`config.mk`:
```
export PLATFORM = sky130hd
export DESIGN_NAME = instr_prefetch_queue
export DESIGN_NICKNAME = d
export VERILOG_FILES = /design/src/rtl/instr_prefetch_queue_pkg.sv /design/src/rtl/instr_prefetch_queue_fifo.sv /design/src/rtl/instr_prefetch_queue.sv
export SDC_FILE = /design/constraint.sdc
export NUM_CORES = 1
export LEC_CHECK = 0
export ABC_CLOCK_PERIOD_IN_PS = 7400
export BUFFER_PORTS_ARGS = -buffer_cell sky130_fd_sc_hd__buf_2
export CAP_MARGIN = 15
export CELL_PAD_IN_SITES_DETAIL_PLACEMENT = 0
export CELL_PAD_IN_SITES_GLOBAL_PLACEMENT = 1
export CORE_MARGIN = 2
export CORE_UTILIZATION = 30
export DETAILED_ROUTE_END_ITERATION = 8
export GPL_ROUTABILITY_DRIVEN = 0
export PLACE_DENSITY_LB_ADDON = 0.1
export SLEW_MARGIN = 20
export SYNTH_ARGS = -nofsm -noshare
export SYNTH_HDL_FRONTEND = slang
export SYNTH_SLANG_ARGS = --single-unit
export TNS_END_PERCENT = 20
```
`constraint.sdc`:
```
create_clock -name clk_i -period 7.4 [get_ports clk_i]
set_clock_uncertainty 0.05 [all_clocks]
set_input_delay 1.48 -clock clk_i [delete_from_list [all_inputs] [get_ports clk_i]]
set_output_delay 1.48 -clock clk_i [all_outputs]
set_load 0.01 [all_outputs]
```
`src/rtl/instr_prefetch_queue_pkg.sv`:
```
// instr_prefetch_queue_pkg: shared FSM state, widths and queue entry type for the prefetch queue
package instr_prefetch_queue_pkg;
  localparam int XLEN = 32;
  localparam logic [XLEN-1:0] PC_STEP = 32'd4;
  typedef enum logic [1:0] {ST_IDLE, ST_RUN, ST_DRAIN} ipq_state_t;
  typedef struct packed {
    logic [XLEN-1:0] pc;
    logic [XLEN-1:0] inst;
  } ipq_entry_t;
endpackage

```
`src/rtl/instr_prefetch_queue_fifo.sv`:
```
// ipq_fifo: DEPTH x 64-bit queue of {pc, inst} entries with flush
// Ports: clk_i/rst_i clock and sync reset; flush_i empties the queue and wins over push/pop;
//        push_i/din_i write tail; pop_i/dout_o read head; full_o, empty_o, count_o occupancy.
module ipq_fifo
  import instr_prefetch_queue_pkg::*;
#(
  parameter int DEPTH = 4
) (
  input  logic                     clk_i,
  input  logic                     rst_i,
  input  logic                     flush_i,
  input  logic                     push_i,
  input  logic [2*XLEN-1:0]        din_i,
  input  logic                     pop_i,
  output logic [2*XLEN-1:0]        dout_o,
  output logic                     full_o,
  output logic                     empty_o,
  output logic [$clog2(DEPTH):0]   count_o
);
  localparam int AW = $clog2(DEPTH);
  localparam int CW = AW + 1;
  logic [2*XLEN-1:0] r_mem [DEPTH];
  logic [AW-1:0] r_wp, r_rp;
  logic [CW-1:0] r_cnt;
  logic w_push, w_pop;
  assign empty_o = r_cnt == '0;
  assign full_o  = r_cnt == CW'(DEPTH);
  assign count_o = r_cnt;
  assign dout_o  = r_mem[r_rp];
  assign w_pop   = pop_i & !empty_o;
  // a push into a full queue is legal only when the head leaves in the same cycle
  assign w_push  = push_i & (!full_o | w_pop);
  always_ff @(posedge clk_i) begin
    if (rst_i | flush_i) begin
      r_wp  <= '0;
      r_rp  <= '0;
      r_cnt <= '0;
    end else begin
      if (w_push) r_wp <= r_wp + AW'(1);
      if (w_pop) r_rp <= r_rp + AW'(1);
      r_cnt <= r_cnt + CW'(w_push) - CW'(w_pop);
    end
  end
  always_ff @(posedge clk_i) begin
    if (w_push & !flush_i) r_mem[r_wp] <= din_i;
  end
endmodule

```
`src/rtl/instr_prefetch_queue.sv`:
```
// instr_prefetch_queue: instruction fetch engine feeding decode through a small in-order queue
// Ports: clk_i/rst_i clock and sync active-high reset; start_i fetch enable;
//        imem_req_o/imem_addr_o/imem_rdy_i request channel; imem_rvalid_i/imem_rdata_i in-order responses;
//        redirect_i/redirect_pc_i flush and restart; inst_valid_o/inst_o/inst_pc_o/inst_ready_i decode side.
// Optional: define IPQ_BYPASS_EN to hand a response straight to decode when the queue is empty.
module instr_prefetch_queue
  import instr_prefetch_queue_pkg::*;
#(
  parameter int          DEPTH    = 4,
  parameter logic [31:0] RESET_PC = 32'h00000000
) (
  input  logic        clk_i,
  input  logic        rst_i,
  input  logic        start_i,
  output logic        imem_req_o,
  output logic [31:0] imem_addr_o,
  input  logic        imem_rdy_i,
  input  logic        imem_rvalid_i,
  input  logic [31:0] imem_rdata_i,
  input  logic        redirect_i,
  input  logic [31:0] redirect_pc_i,
  output logic        inst_valid_o,
  output logic [31:0] inst_o,
  output logic [31:0] inst_pc_o,
  input  logic        inst_ready_i
);
  localparam int CW = $clog2(DEPTH) + 1;
  ipq_state_t r_state, w_state_nxt;
  logic [XLEN-1:0] r_pc, r_rpc, w_redir_pc;
  logic [CW-1:0] r_out, r_disc, w_cnt, w_disc_ld;
  logic [2*XLEN-1:0] w_dout;
  ipq_entry_t w_head, w_push_ent;
  logic w_accept, w_resp, w_push, w_pop, w_byp, w_empty, w_full, w_room;
  // responses with nothing outstanding belong to requests from before reset
  assign w_resp     = imem_rvalid_i & (r_out != '0);
  assign w_room     = !w_full & (({1'b0, w_cnt} + {1'b0, r_out}) < (CW + 1)'(DEPTH));
  // the response landing in the redirect cycle is already accounted for
  assign w_disc_ld  = r_out - CW'(w_resp);
  assign w_redir_pc = {redirect_pc_i[31:2], 2'b00};
`ifdef IPQ_BYPASS_EN
  assign w_byp = w_resp & w_empty & inst_ready_i & !redirect_i & (r_state != ST_DRAIN);
`else
  assign w_byp = 1'b0;
`endif
  assign w_push       = w_resp & !redirect_i & (r_state != ST_DRAIN) & !w_byp;
  assign inst_valid_o = (!w_empty | w_byp) & (r_state != ST_DRAIN);
  assign w_pop        = inst_valid_o & inst_ready_i & !w_byp & !redirect_i;
  assign w_head       = w_dout;
  assign w_push_ent   = '{pc: r_rpc, inst: imem_rdata_i};
  assign inst_o       = !inst_valid_o ? '0 : w_byp ? imem_rdata_i : w_head.inst;
  assign inst_pc_o    = !inst_valid_o ? '0 : w_byp ? r_rpc : w_head.pc;
  assign imem_addr_o  = r_pc;
  assign w_accept     = imem_req_o & imem_rdy_i;
  always_comb begin
    w_state_nxt = r_state;
    imem_req_o  = 1'b0;
    case (r_state)
      ST_IDLE: w_state_nxt = start_i ? ST_RUN : ST_IDLE;
      ST_RUN: begin
        imem_req_o  = start_i & w_room & !redirect_i;
        w_state_nxt = redirect_i ? ((w_disc_ld != '0) ? ST_DRAIN : ST_RUN)
                    : (!start_i && r_out == '0) ? ST_IDLE : ST_RUN;
      end
      ST_DRAIN: w_state_nxt = (w_resp && r_disc == CW'(1)) ? ST_RUN : ST_DRAIN;
      default: w_state_nxt = ST_IDLE;
    endcase
  end
  always_ff @(posedge clk_i) begin
    if (rst_i) begin
      r_state <= ST_IDLE;
      r_pc    <= RESET_PC;
      r_rpc   <= RESET_PC;
      r_out   <= '0;
      r_disc  <= '0;
    end else begin
      r_state <= w_state_nxt;
      r_out   <= r_out + CW'(w_accept) - CW'(w_resp);
      if (redirect_i) begin
        r_pc   <= w_redir_pc;
        r_rpc  <= w_redir_pc;
        r_disc <= w_disc_ld;
      end else begin
        if (w_accept) r_pc <= r_pc + PC_STEP;
        if (w_push | w_byp) r_rpc <= r_rpc + PC_STEP;
        if (w_resp && r_state == ST_DRAIN) r_disc <= r_disc - CW'(1);
      end
    end
  end
  ipq_fifo #(.DEPTH(DEPTH)) u_fifo (
    .clk_i   (clk_i),
    .rst_i   (rst_i),
    .flush_i (redirect_i),
    .push_i  (w_push),
    .din_i   (w_push_ent),
    .pop_i   (w_pop),
    .dout_o  (w_dout),
    .full_o  (w_full),
    .empty_o (w_empty),
    .count_o (w_cnt)
  );
endmodule
```
# Yosys cells after proc, flatten, opt, wreduce, memory -nomap -nowiden
# Memory sizes are Yosys's and may differ from the RTL's. A register that Yosys moved wholly into a read port is not among the register bits.
# Index checks and enable logic that the tools add are counted.
dict set report word_totals {
  ram_bits 256
  n_memories 1
  reg_bits 79
  in_bits 71
}
dict set report op_classes {
  add_sub_neg 11
  mux 19
  magnitude_cmp 1
  reduce_logical 16
  n_eq_ne 5
  bitwise 15
}
# name depth word_bits read_ports rd_clocked_by_memory_dff wr line
set mem_list {}
lappend mem_list {u_fifo.r_mem 4 64 1 1 1 instr_prefetch_queue_fifo.sv:22} ;# logic [2*XLEN-1:0] r_mem [DEPTH];
# cell n
set op_table {}
lappend op_table {{$mux W32} 6}
lappend op_table {{$add A32 B3 Y32 const B} 2}
lappend op_table {{$and A1 B1 Y1} 13}
lappend op_table {{$mux W2} 5}
lappend op_table {{$sub A3 B1 Y3} 3}
lappend op_table {{$add A3 B1 Y3} 2}
lappend op_table {{$logic_not A3 Y1} 2}
lappend op_table {{$mux W3} 2}
lappend op_table {{$pmux W2 S3} 1}
lappend op_table {{$reduce_bool A2 Y1} 3}
lappend op_table {{$reduce_bool A3 Y1} 2}
lappend op_table {{$mux W1} 5}
lappend op_table {{$add A2 B1 Y2 const B} 2}
lappend op_table {{$add A3 B3 Y4} 1}
lappend op_table {{$logic_not A1 Y1} 4}
lappend op_table {{$lt A4 B3 Y1 const B} 1}
lappend op_table {{$eq A3 B1 Y1 const B} 1}
lappend op_table {{$eq A3 B3 Y1 const B} 1}
lappend op_table {{$logic_and A1 B1 Y1} 3}
lappend op_table {{$sub A3 B1 Y3 const B} 1}
lappend op_table {{$eq A2 B1 Y1 const B} 1}
lappend op_table {{$eq A2 B2 Y1 const B} 1}
lappend op_table {{$logic_not A2 Y1} 1}
lappend op_table {{$ne A2 B2 Y1 const B} 1}
lappend op_table {{other kinds (2)} 3}

# Logic depth before layout (Yosys ltp)
# Gate-level depths: netlist of run 1.
dict set report depth {
  depth_word 11
  mapped_depth 12
}

# By module
# A second synthesis of run 1 with hierarchy kept.
dict set report hier_totals {
  hier_cells 935
  area_unflattened_um2 14297.5
}
# mod area_per_inst_um2 cells_each n_inst seq_area_each_um2
set modules_own_cells {}
lappend modules_own_cells {ipq_fifo 9927.0 387 1 7867.5}
lappend modules_own_cells {instr_prefetch_queue 4370.4 548 1 1361.3}

# Least setup slack after synthesis of run 1
# Ideal clock, no wire load.
dict set report synth_path {
  path_type {input to register}
  startpoint {input port imem_rvalid_i}
  endpoint {memory u_fifo.r_mem[0][0] (netlist name) (enable)}
  required_ns 6.924
  t_arrival_ns 3.617
  setup_time_ns 0.426
  path_stages 3
  path_slack_ns 3.306
  path_cell_list {o31ai_1 > nor4_2 > and2_1}
}
dict set report synth_via {
  elab_chain_len 7
}
# element line
set synth_lines {}
lappend synth_lines {{from (decl)} instr_prefetch_queue.sv:18} ;# input logic imem_rvalid_i,
lappend synth_lines {{$and A1 B1 Y1} instr_prefetch_queue.sv:35} ;# assign w_resp = imem_rvalid_i & (r_out != '0);
lappend synth_lines {{$and A1 B1 Y1 (2 in a row)} instr_prefetch_queue.sv:45} ;# assign w_push = w_resp & !redirect_i & (r_state != ST_DRAIN) & !w_byp;
lappend synth_lines {{$and A1 B1 Y1} instr_prefetch_queue_fifo.sv:32} ;# assign w_push = push_i & (!full_o | w_pop);
lappend synth_lines {{$and A1 B1 Y1} instr_prefetch_queue_fifo.sv:45} ;# if (w_push & !flush_i) r_mem[r_wp] <= din_i;
lappend synth_lines {{$mux W1} instr_prefetch_queue_fifo.sv:45}
lappend synth_lines {{$mux W1 (implied by the code)} instr_prefetch_queue_fifo.sv:45}
lappend synth_lines {{to (decl)} instr_prefetch_queue_fifo.sv:22}
# Every way passes these cells.

==> impl_metrics.xml, run 1 <==
<?xml version="1.0" encoding="UTF-8"?>
<metrics>
  <group name="timing">
    <metric name="setup_slack" unit="ns">2.90</metric>
    <metric name="fmax" unit="MHz">222</metric>
    <metric name="final_max_tran_viols" unit="">0</metric>
    <metric name="final-setup-viol-count" unit="">0</metric>
    <metric name="rsz0062_at_grt" unit="">false</metric>
    <metric name="worst_slew_pin_slew" unit="ns">0.992</metric>
    <metric name="worst_hold_slack" unit="ns">0.479</metric>
    <metric name="max_slew_margin" unit="%">33.9</metric>
    <metric name="total_negative_setup_slack" unit="ns">0</metric>
    <metric name="finalCriticalPeriod" unit="ns">4.50</metric>
    <metric name="layout_worst_path_cycle_share" unit="%">60.8</metric>
    <metric name="finalHoldViolCount" unit="">0</metric>
  </group>
  <group name="synthesis">
    <metric name="synthXorXnorAreaFrac" unit="%">2.68</metric>
    <metric name="dominant_synthesized_flop_cell" unit="">sky130_fd_sc_hd__edfxtp_1</metric>
    <metric name="avgSynthCellArea" unit="um2">14.8</metric>
    <metric name="largest_family_of_logic_cells_by_synthesized_area" unit="">simple AND/OR/NAND/NOR gates</metric>
    <metric name="yosys-mux-area-fraction" unit="%">11.2</metric>
    <metric name="netlist_instances" unit="">926</metric>
    <metric name="synth_compound_area_share" unit="%">4.99</metric>
    <metric name="synth-simple-area-share" unit="%">11.3</metric>
    <metric name="synth_enable_flop_cells" unit="">248</metric>
    <metric name="synth-seq-area-share" unit="%">65.5</metric>
    <metric name="synthesis.area" unit="um2">13700</metric>
    <metric name="synth_async_sr_flop_share" unit="%">0</metric>
    <metric name="synth-seq-cells" unit="">325</metric>
    <metric name="ys_types" unit="">61</metric>
    <metric name="ys_warn_count" unit="">0</metric>
    <metric name="fraction_of_the_mapped_netlist_area_in_adder_cells" unit="%">1.75</metric>
  </group>
  <group name="clock_tree">
    <metric name="numCtsBuffers" unit="">38</metric>
    <metric name="clockRootBuffer" unit="">sky130_fd_sc_hd__clkbuf_16</metric>
    <metric name="htreeDepth" unit="">2</metric>
    <metric name="holdBufCountCts" unit="">0</metric>
    <metric name="clockBufferDepth" unit="">3</metric>
    <metric name="insertion_delay_to_the_later_sink_of_the_worst_skew_pair" unit="ns">0.54</metric>
    <metric name="post-cts-setup-buffers" unit="">0</metric>
    <metric name="post_cts_resize_count" unit="">0</metric>
    <metric name="cts_tree" unit="">done</metric>
    <metric name="path_clk_slew" unit="ns">0.05</metric>
    <metric name="clkSinkCount" unit="">325</metric>
  </group>
  <group name="drt">
    <metric name="drt_wl_total" unit="um">34100</metric>
    <metric name="antenna_left" unit="">0</metric>
    <metric name="route.layer.met1.wl" unit="um">15900</metric>
    <metric name="dr_wl_met2" unit="um">15800</metric>
    <metric name="drt_pass1_iterations" unit="">4</metric>
    <metric name="first_iter_violations" unit="">482</metric>
    <metric name="drt_via_density" unit="">4.74</metric>
    <metric name="routed-wl-met3" unit="um">1880</metric>
    <metric name="wl_per_cell" unit="um">19.8</metric>
    <metric name="maxUsedRoutingLayer" unit="">met4</metric>
    <metric name="via_count" unit="">8162</metric>
    <metric name="drcViolationCount" unit="">0</metric>
  </group>
  <group name="critical_path">
    <metric name="critPathArrivalTime" unit="ns">2.97</metric>
    <metric name="critical_path.n_buffers_inverters" unit="">2</metric>
    <metric name="worst-endpoint-required" unit="ns">5.87</metric>
    <metric name="cp_cell_sequence" unit="">buf_4 &gt; mux4_2 &gt; and2_1 &gt; buf_2</metric>
    <metric name="worstPathMaxFanout" unit="">37</metric>
    <metric name="path_class" unit="">flop to output port</metric>
    <metric name="cp_slowest_cell" unit="">sky130_fd_sc_hd__dfxtp_4</metric>
    <metric name="worst_path_largest_cell_delay" unit="ns">0.87</metric>
    <metric name="cp_top_family" unit="">flip-flops</metric>
    <metric name="setup.reg_to_reg.worst_slack" unit="ns">3.90</metric>
    <metric name="critical_path.startpoint_type" unit="">flop</metric>
    <metric name="crit_path_end_kind" unit="">output port</metric>
  </group>
  <group name="global_route">
    <metric name="grt_max_degree" unit="">66</metric>
    <metric name="initial_antenna_violation_count" unit="">0</metric>
    <metric name="first_global_vias" unit="">8340</metric>
    <metric name="grt_pass1_wl" unit="um">52000</metric>
    <metric name="grt-ovfl-total" unit="">0</metric>
    <metric name="grtUsageTotal" unit="%">14.5</metric>
  </group>
  <group name="finish">
    <metric name="num-nets-final" unit="">1180</metric>
    <metric name="n_antenna_cell" unit="">0</metric>
    <metric name="register_area" unit="um2">8990</metric>
    <metric name="area_delta_synth_final" unit="%">19.0</metric>
    <metric name="multi_input_comb_area" unit="um2">4400</metric>
    <metric name="num-fill-cells" unit="">4445</metric>
    <metric name="drive_above_1_share" unit="%">28.3</metric>
  </group>
  <group name="placement">
    <metric name="buffer_ports.inserted" unit="">162</metric>
    <metric name="hpwlAfterDp" unit="um">21600</metric>
    <metric name="post-place-ws" unit="ns">2.92</metric>
  </group>
  <group name="floorplanning">
    <metric name="die_area" unit="um2">47500</metric>
    <metric name="start_util" unit="%">30.3</metric>
    <metric name="std_cell_rows" unit="">78</metric>
    <metric name="floorplan.io_pins" unit="">169</metric>
    <metric name="core" unit="um2">45300</metric>
    <metric name="fp.dieW" unit="um">218</metric>
    <metric name="die_y" unit="um">218</metric>
  </group>
  <group name="power_and_ir_drop">
    <metric name="power_leakage" unit="nW">5.63</metric>
    <metric name="peakVddDrop" unit="mV">0.125</metric>
    <metric name="totalPowerFinal" unit="mW">4.31</metric>
    <metric name="pwrdens" unit="nW/um2">264</metric>
  </group>
  <group name="worst_hold_path">
    <metric name="worst_hold_path_type" unit="">flop to flop</metric>
  </group>
  <group name="job">
    <metric name="maxCapViolations" unit="">0</metric>
  </group>
  <group name="run_status">
    <metric name="run_status" unit="">finished clean</metric>
  </group>
</metrics>
final timing paths:
kind / start / endpoint / cells past startpoint
worst max register to register: r_out[2] / r_out[2] / 12
worst max-delay path: flop / inst_pc_o[11] / 4
worst min-delay path: u_fifo.r_rp[1] / flop / 2
worst min register to register: u_fifo.r_rp[1] / flop / 2
cell type report:
cell class | count | area share [%]
multi-input cells | 519 | 26.9
inverters | 32 | 0.735
clock inverters | 21 | 0.643
flip-flops and latches | 325 | 55.1
repair buffers | 175 | 5.56
clock buffers | 49 | 6.46
well taps | 600 | 4.60
worst reg2reg max path, cell delays in order (launching register included):
cell and delay [ns]:
sky130_fd_sc_hd__dfxtp_1 0.47, sky130_fd_sc_hd__ha_1 0.29, sky130_fd_sc_hd__or4b_4 0.53, sky130_fd_sc_hd__nor4_4 0.13, sky130_fd_sc_hd__buf_4 0.31, sky130_fd_sc_hd__inv_2 0.28
sky130_fd_sc_hd__ha_1 0.37, sky130_fd_sc_hd__inv_1 0.04, sky130_fd_sc_hd__ha_1 0.18, sky130_fd_sc_hd__fa_1 0.38, sky130_fd_sc_hd__xnor2_1 0.18, sky130_fd_sc_hd__xnor2_1 0.14
sky130_fd_sc_hd__nor2_1 0.05
flip-flops by register name (all words and copies together) (netlist names), named ones only:
name            flops
r_rpc              30
r_out               3
imem_addr_o        30
r_disc              3
u_fifo.r_wp         2
u_fifo.r_mem      248
u_fifo.count_o      3
u_fifo.r_rp         2
r_state             2
logic make-up after synthesis:
family | after synthesis
flip-flops | 325
AND/OR/NAND/NOR | 272
AO/OA/AOI/OAI | 108
buffers and inverters | 85
multiplexers | 75
XOR/XNOR | 42
adder cells (fa/ha/maj) | 18
other | 1
per-stage QoR:
stage / instance area, um2 / std cells / util (%)
2_1_floorplan: 13700 / 929 / -
3_3_place_gp: 15200 / 1651 / 33.5
3_5_place_dp: 15200 / 1651 / 33.5
4_1_cts: 16300 / 1721 / 36.1
5_1_grt: 16300 / 1721 / 36.1
6_report: 16300 / 1721 / 36.1
cells in the final DEF, fill, tap and decap left out, types with 10 or more instances in the layout:
cell and n:
sky130_fd_sc_hd__edfxtp_1 248, sky130_fd_sc_hd__buf_2 162, sky130_fd_sc_hd__dfxtp_1 75, sky130_fd_sc_hd__and2_1 67, sky130_fd_sc_hd__mux4_2 62, sky130_fd_sc_hd__nand2_1 44
sky130_fd_sc_hd__clkbuf_16 41, sky130_fd_sc_hd__nor2_1 40, sky130_fd_sc_hd__a21oi_1 36, sky130_fd_sc_hd__xnor2_1 35, sky130_fd_sc_hd__inv_1 30, sky130_fd_sc_hd__nor3_1 21
sky130_fd_sc_hd__nand3_1 19, sky130_fd_sc_hd__nand4_1 17, sky130_fd_sc_hd__a211oi_1 16, sky130_fd_sc_hd__ha_1 16, sky130_fd_sc_hd__o21ai_0 13, sky130_fd_sc_hd__buf_4 13
sky130_fd_sc_hd__clkinv_2 11, sky130_fd_sc_hd__nor4_1 10
routing by layer:
| metal | vias to the layer above | track usage, % |
|---|---|---|
| met5 | - | 0 |
| met4 | 0 | 3.54 |
| met3 | 42 | 3.77 |
| met2 | 190 | 23.0 |
| met1 | 4078 | 19.9 |
| li1 | 3852 | - |
synth_stat cells, types with 4 or more instances:
cell,instances,area (um2)
sky130_fd_sc_hd__edfxtp_1,248,7450
sky130_fd_sc_hd__dfxtp_1,77,1540
sky130_fd_sc_hd__and2_1,71,444
sky130_fd_sc_hd__mux4_2,62,1400
sky130_fd_sc_hd__nand2_1,44,165
sky130_fd_sc_hd__nor2_1,41,154
sky130_fd_sc_hd__a21oi_1,36,180
sky130_fd_sc_hd__clkbuf_1,36,135
sky130_fd_sc_hd__xnor2_1,35,307
sky130_fd_sc_hd__inv_1,31,116
sky130_fd_sc_hd__nor3_1,21,105
sky130_fd_sc_hd__nand3_1,19,95.1
sky130_fd_sc_hd__nand4_1,17,106
sky130_fd_sc_hd__a211oi_1,16,120
sky130_fd_sc_hd__ha_1,16,200
sky130_fd_sc_hd__o21ai_0,13,65.1
sky130_fd_sc_hd__nor4_1,10,62.6
sky130_fd_sc_hd__a21boi_0,9,67.6
sky130_fd_sc_hd__a31oi_1,9,56.3
sky130_fd_sc_hd__and4_1,9,78.8
sky130_fd_sc_hd__and3_1,8,50.1
sky130_fd_sc_hd__buf_2,8,40.0
sky130_fd_sc_hd__buf_4,7,52.6
sky130_fd_sc_hd__xor2_1,7,61.3
sky130_fd_sc_hd__or3_1,6,37.5
sky130_fd_sc_hd__mux2_2,5,56.3
sky130_fd_sc_hd__mux2i_1,5,50.1
sky130_fd_sc_hd__nand2b_1,5,31.3
sky130_fd_sc_hd__o22ai_1,4,25.0
power breakdown:
group	switching, mW	leakage (nW)	internal, mW	total [mW]
combinational	0.239	2.16	0.186	0.425
clock	0.734	0.573	1.01	1.74
sequential	0.0743	2.90	2.07	2.14
total	1.05	5.63	3.27	4.31
Note: power is estimated with default switching activity, not from simulation.
==> run 2, diff against run 1 <==
--- a/config.mk
+++ b/config.mk
@@ -5,7 +5,7 @@
 export SDC_FILE = /design/constraint.sdc
 export NUM_CORES = 1
 export LEC_CHECK = 0
-export ABC_CLOCK_PERIOD_IN_PS = 7400
+export ABC_CLOCK_PERIOD_IN_PS = 4600
 export BUFFER_PORTS_ARGS = -buffer_cell sky130_fd_sc_hd__buf_2
 export CAP_MARGIN = 15
 export CELL_PAD_IN_SITES_DETAIL_PLACEMENT = 0
==> constraint.sdc (replaced) <==
create_clock -name clk_i -period 4.6 [get_ports clk_i]
set_clock_uncertainty 0.05 [all_clocks]
set_input_delay 0.92 -clock clk_i [delete_from_list [all_inputs] [get_ports clk_i]]
set_output_delay 0.92 -clock clk_i [all_outputs]
set_load 0.01 [all_outputs]
==> run 2 against run 1 <==
Against the previous run: worst hold slack worse by 0.0019 ns; die area stayed put; clock-buffer cell count is 3 higher; final area is 0.42% higher; first-iteration DRC count is 0.83% higher; sequential power is 61% higher; worst setup slack worse by 1.8 ns; power is 59% higher; highest routed layer unchanged.
==> impl_metrics.xml, run 2 (same netlist as run 1, synthesis figures left out) <==
<?xml version="1.0" encoding="UTF-8"?>
<metrics>
  <group name="power_and_ir_drop">
    <metric name="pwrdens" unit="nW/um2">419</metric>
    <metric name="seq_power_share" unit="%">50.2</metric>
    <metric name="net-switching-power" unit="mW">1.66</metric>
    <metric name="p_int" unit="mW">5.21</metric>
    <metric name="switching_share" unit="%">24.2</metric>
    <metric name="peakVddDrop" unit="mV">0.193</metric>
    <metric name="combinationalPowerShare" unit="%">10.1</metric>
    <metric name="power_share_of_the_clock_group" unit="%">39.6</metric>
    <metric name="power_leakage" unit="nW">5.65</metric>
  </group>
  <group name="timing">
    <metric name="worst_slew_pin_slew" unit="ns">0.858</metric>
    <metric name="max_slew_margin" unit="%">42.3</metric>
    <metric name="layout_worst_path_cycle_share" unit="%">75.7</metric>
    <metric name="total_negative_setup_slack" unit="ns">0</metric>
    <metric name="setup_slack" unit="ns">1.12</metric>
    <metric name="finalCriticalPeriod" unit="ns">3.48</metric>
    <metric name="fmax" unit="MHz">287</metric>
    <metric name="rsz0062_at_grt" unit="">false</metric>
    <metric name="finalHoldViolCount" unit="">0</metric>
    <metric name="final_max_tran_viols" unit="">0</metric>
    <metric name="final-setup-viol-count" unit="">0</metric>
  </group>
  <group name="drt">
    <metric name="via_count" unit="">8113</metric>
    <metric name="first_iter_violations" unit="">486</metric>
    <metric name="wl_per_cell" unit="um">19.8</metric>
    <metric name="antenna_left" unit="">0</metric>
    <metric name="drt_pass1_iterations" unit="">4</metric>
    <metric name="drt_wl_total" unit="um">34100</metric>
    <metric name="drcViolationCount" unit="">0</metric>
    <metric name="drt_via_density" unit="">4.71</metric>
  </group>
  <group name="finish">
    <metric name="register_area" unit="um2">8990</metric>
    <metric name="multi_input_comb_area" unit="um2">4400</metric>
    <metric name="num-nets-final" unit="">1186</metric>
    <metric name="num-fill-cells" unit="">4446</metric>
    <metric name="n_antenna_cell" unit="">0</metric>
    <metric name="area_delta_synth_final" unit="%">19.5</metric>
    <metric name="largest-register" unit="">u_fifo.r_mem</metric>
    <metric name="layout.cells.most_common_list" unit="">sky130_fd_sc_hd__edfxtp_1 (248), sky130_fd_sc_hd__buf_2 (162), sky130_fd_sc_hd__dfxtp_1 (75)</metric>
    <metric name="drive_above_1_share" unit="%">28.0</metric>
    <metric name="largest_register_ffs" unit="">248</metric>
    <metric name="post-route-util" unit="%">36.2</metric>
    <metric name="layout_commonest_cell" unit="">sky130_fd_sc_hd__edfxtp_1</metric>
  </group>
  <group name="critical_path">
    <metric name="crit_path_end_kind" unit="">output port</metric>
    <metric name="critPathArrivalTime" unit="ns">2.51</metric>
    <metric name="path_class" unit="">flop to output port</metric>
    <metric name="timing.rr.start" unit="">r_out[2]</metric>
    <metric name="worst-endpoint-required" unit="ns">3.63</metric>
    <metric name="critical_path.startpoint_type" unit="">flop</metric>
    <metric name="worstPathMaxFanout" unit="">28</metric>
  </group>
  <group name="clock_tree">
    <metric name="post_cts_resize_count" unit="">0</metric>
    <metric name="clockBufferDepth" unit="">3</metric>
    <metric name="path_clk_slew" unit="ns">0.06</metric>
    <metric name="post-cts-setup-buffers" unit="">0</metric>
    <metric name="holdBufCountCts" unit="">0</metric>
    <metric name="numCtsBuffers" unit="">38</metric>
    <metric name="cts_tree" unit="">done</metric>
    <metric name="htreeDepth" unit="">2</metric>
    <metric name="insertion_delay_to_the_later_sink_of_the_worst_skew_pair" unit="ns">0.54</metric>
    <metric name="clkSinkCount" unit="">325</metric>
    <metric name="clockRootBuffer" unit="">sky130_fd_sc_hd__clkbuf_16</metric>
  </group>
  <group name="floorplanning">
    <metric name="start_util" unit="%">30.3</metric>
    <metric name="floorplan.io_pins" unit="">169</metric>
    <metric name="std_cell_rows" unit="">78</metric>
    <metric name="core" unit="um2">45300</metric>
    <metric name="die_area" unit="um2">47500</metric>
    <metric name="fp.dieW" unit="um">218</metric>
    <metric name="die_y" unit="um">218</metric>
  </group>
  <group name="global_route">
    <metric name="grtUsageTotal" unit="%">14.6</metric>
    <metric name="grt-ovfl-total" unit="">0</metric>
    <metric name="grt_max_degree" unit="">66</metric>
    <metric name="grt_pass1_wl" unit="um">52300</metric>
    <metric name="first_global_vias" unit="">8528</metric>
    <metric name="initial_antenna_violation_count" unit="">0</metric>
  </group>
  <group name="placement">
    <metric name="hpwlAfterDp" unit="um">21900</metric>
    <metric name="post-place-ws" unit="ns">1.10</metric>
    <metric name="buffer_ports.inserted" unit="">162</metric>
  </group>
  <group name="worst_hold_path">
    <metric name="worst_hold_path_type" unit="">flop to flop</metric>
    <metric name="hold_wc_startpoint" unit="">imem_addr_o[31]</metric>
  </group>
  <group name="job">
    <metric name="maxCapViolations" unit="">0</metric>
  </group>
  <group name="run_status">
    <metric name="run_status" unit="">finished clean</metric>
  </group>
</metrics>
run 2: metrics by stage:
step / total power, mW / instances / cell area (um2) / hold WS (ns)
floorplan: 3.92 / 929 / 13700 / 0.431
global placement: 4.24 / 1657 / 15300 / 0.457
detailed placement: 4.24 / 1657 / 15300 / 0.467
CTS: 7.02 / 1721 / 16400 / 0.476
global route: 7.21 / 1721 / 16400 / 0.515
finish: 6.87 / 1721 / 16400 / 0.477
run 2: final timing paths:
| check | endpoint | slack (ns) | cells after the start |
|---|---|---|---|
| setup / recovery | inst_pc_o[10] | 1.12 | 4 |
| hold / removal | imem_addr_o[31] | 0.48 | 2 |
| setup reg to reg | r_out[2] | 1.39 | 11 |
| hold reg to reg | imem_addr_o[31] | 0.48 | 2 |
run 2: power by group through the flow:
stage / clock network (mW) / registers [mW] / logic [mW]
after floorplan: 0 / 3.48 / 0.443
after global placement: 0 / 3.51 / 0.728
after detailed placement: 0 / 3.51 / 0.723
after CTS: 2.84 / 3.45 / 0.726
after global routing: 2.95 / 3.47 / 0.790
final: 2.72 / 3.45 / 0.696
run 2: worst max-delay path, stage by stage (launching register included):
cell	delay, ns
sky130_fd_sc_hd__dfxtp_4	0.74
sky130_fd_sc_hd__buf_4	0.34
sky130_fd_sc_hd__mux4_2	0.52
sky130_fd_sc_hd__and2_1	0.19
sky130_fd_sc_hd__buf_2	0.14
run 2: layer usage:
| layer | routed length (um) | GRT usage [%] | vias to the layer above |
|---|---|---|---|
| met5 | 0 | 0 | - |
| met4 | 563 | 3.49 | 0 |
| met3 | 1740 | 3.12 | 41 |
| met2 | 15500 | 22.9 | 185 |
| met1 | 16300 | 20.6 | 4025 |
| li1 | - | - | 3862 |
run 2: cell type report:
class / count / area share (%)
Clock buffer: 52 / 6.31
Clock inverter: 12 / 0.458
Inverter: 32 / 0.732
Multi-Input combinational cell: 519 / 26.8
Sequential cell: 325 / 54.8
Tap cell: 600 / 4.58
Timing Repair Buffer: 181 / 6.27
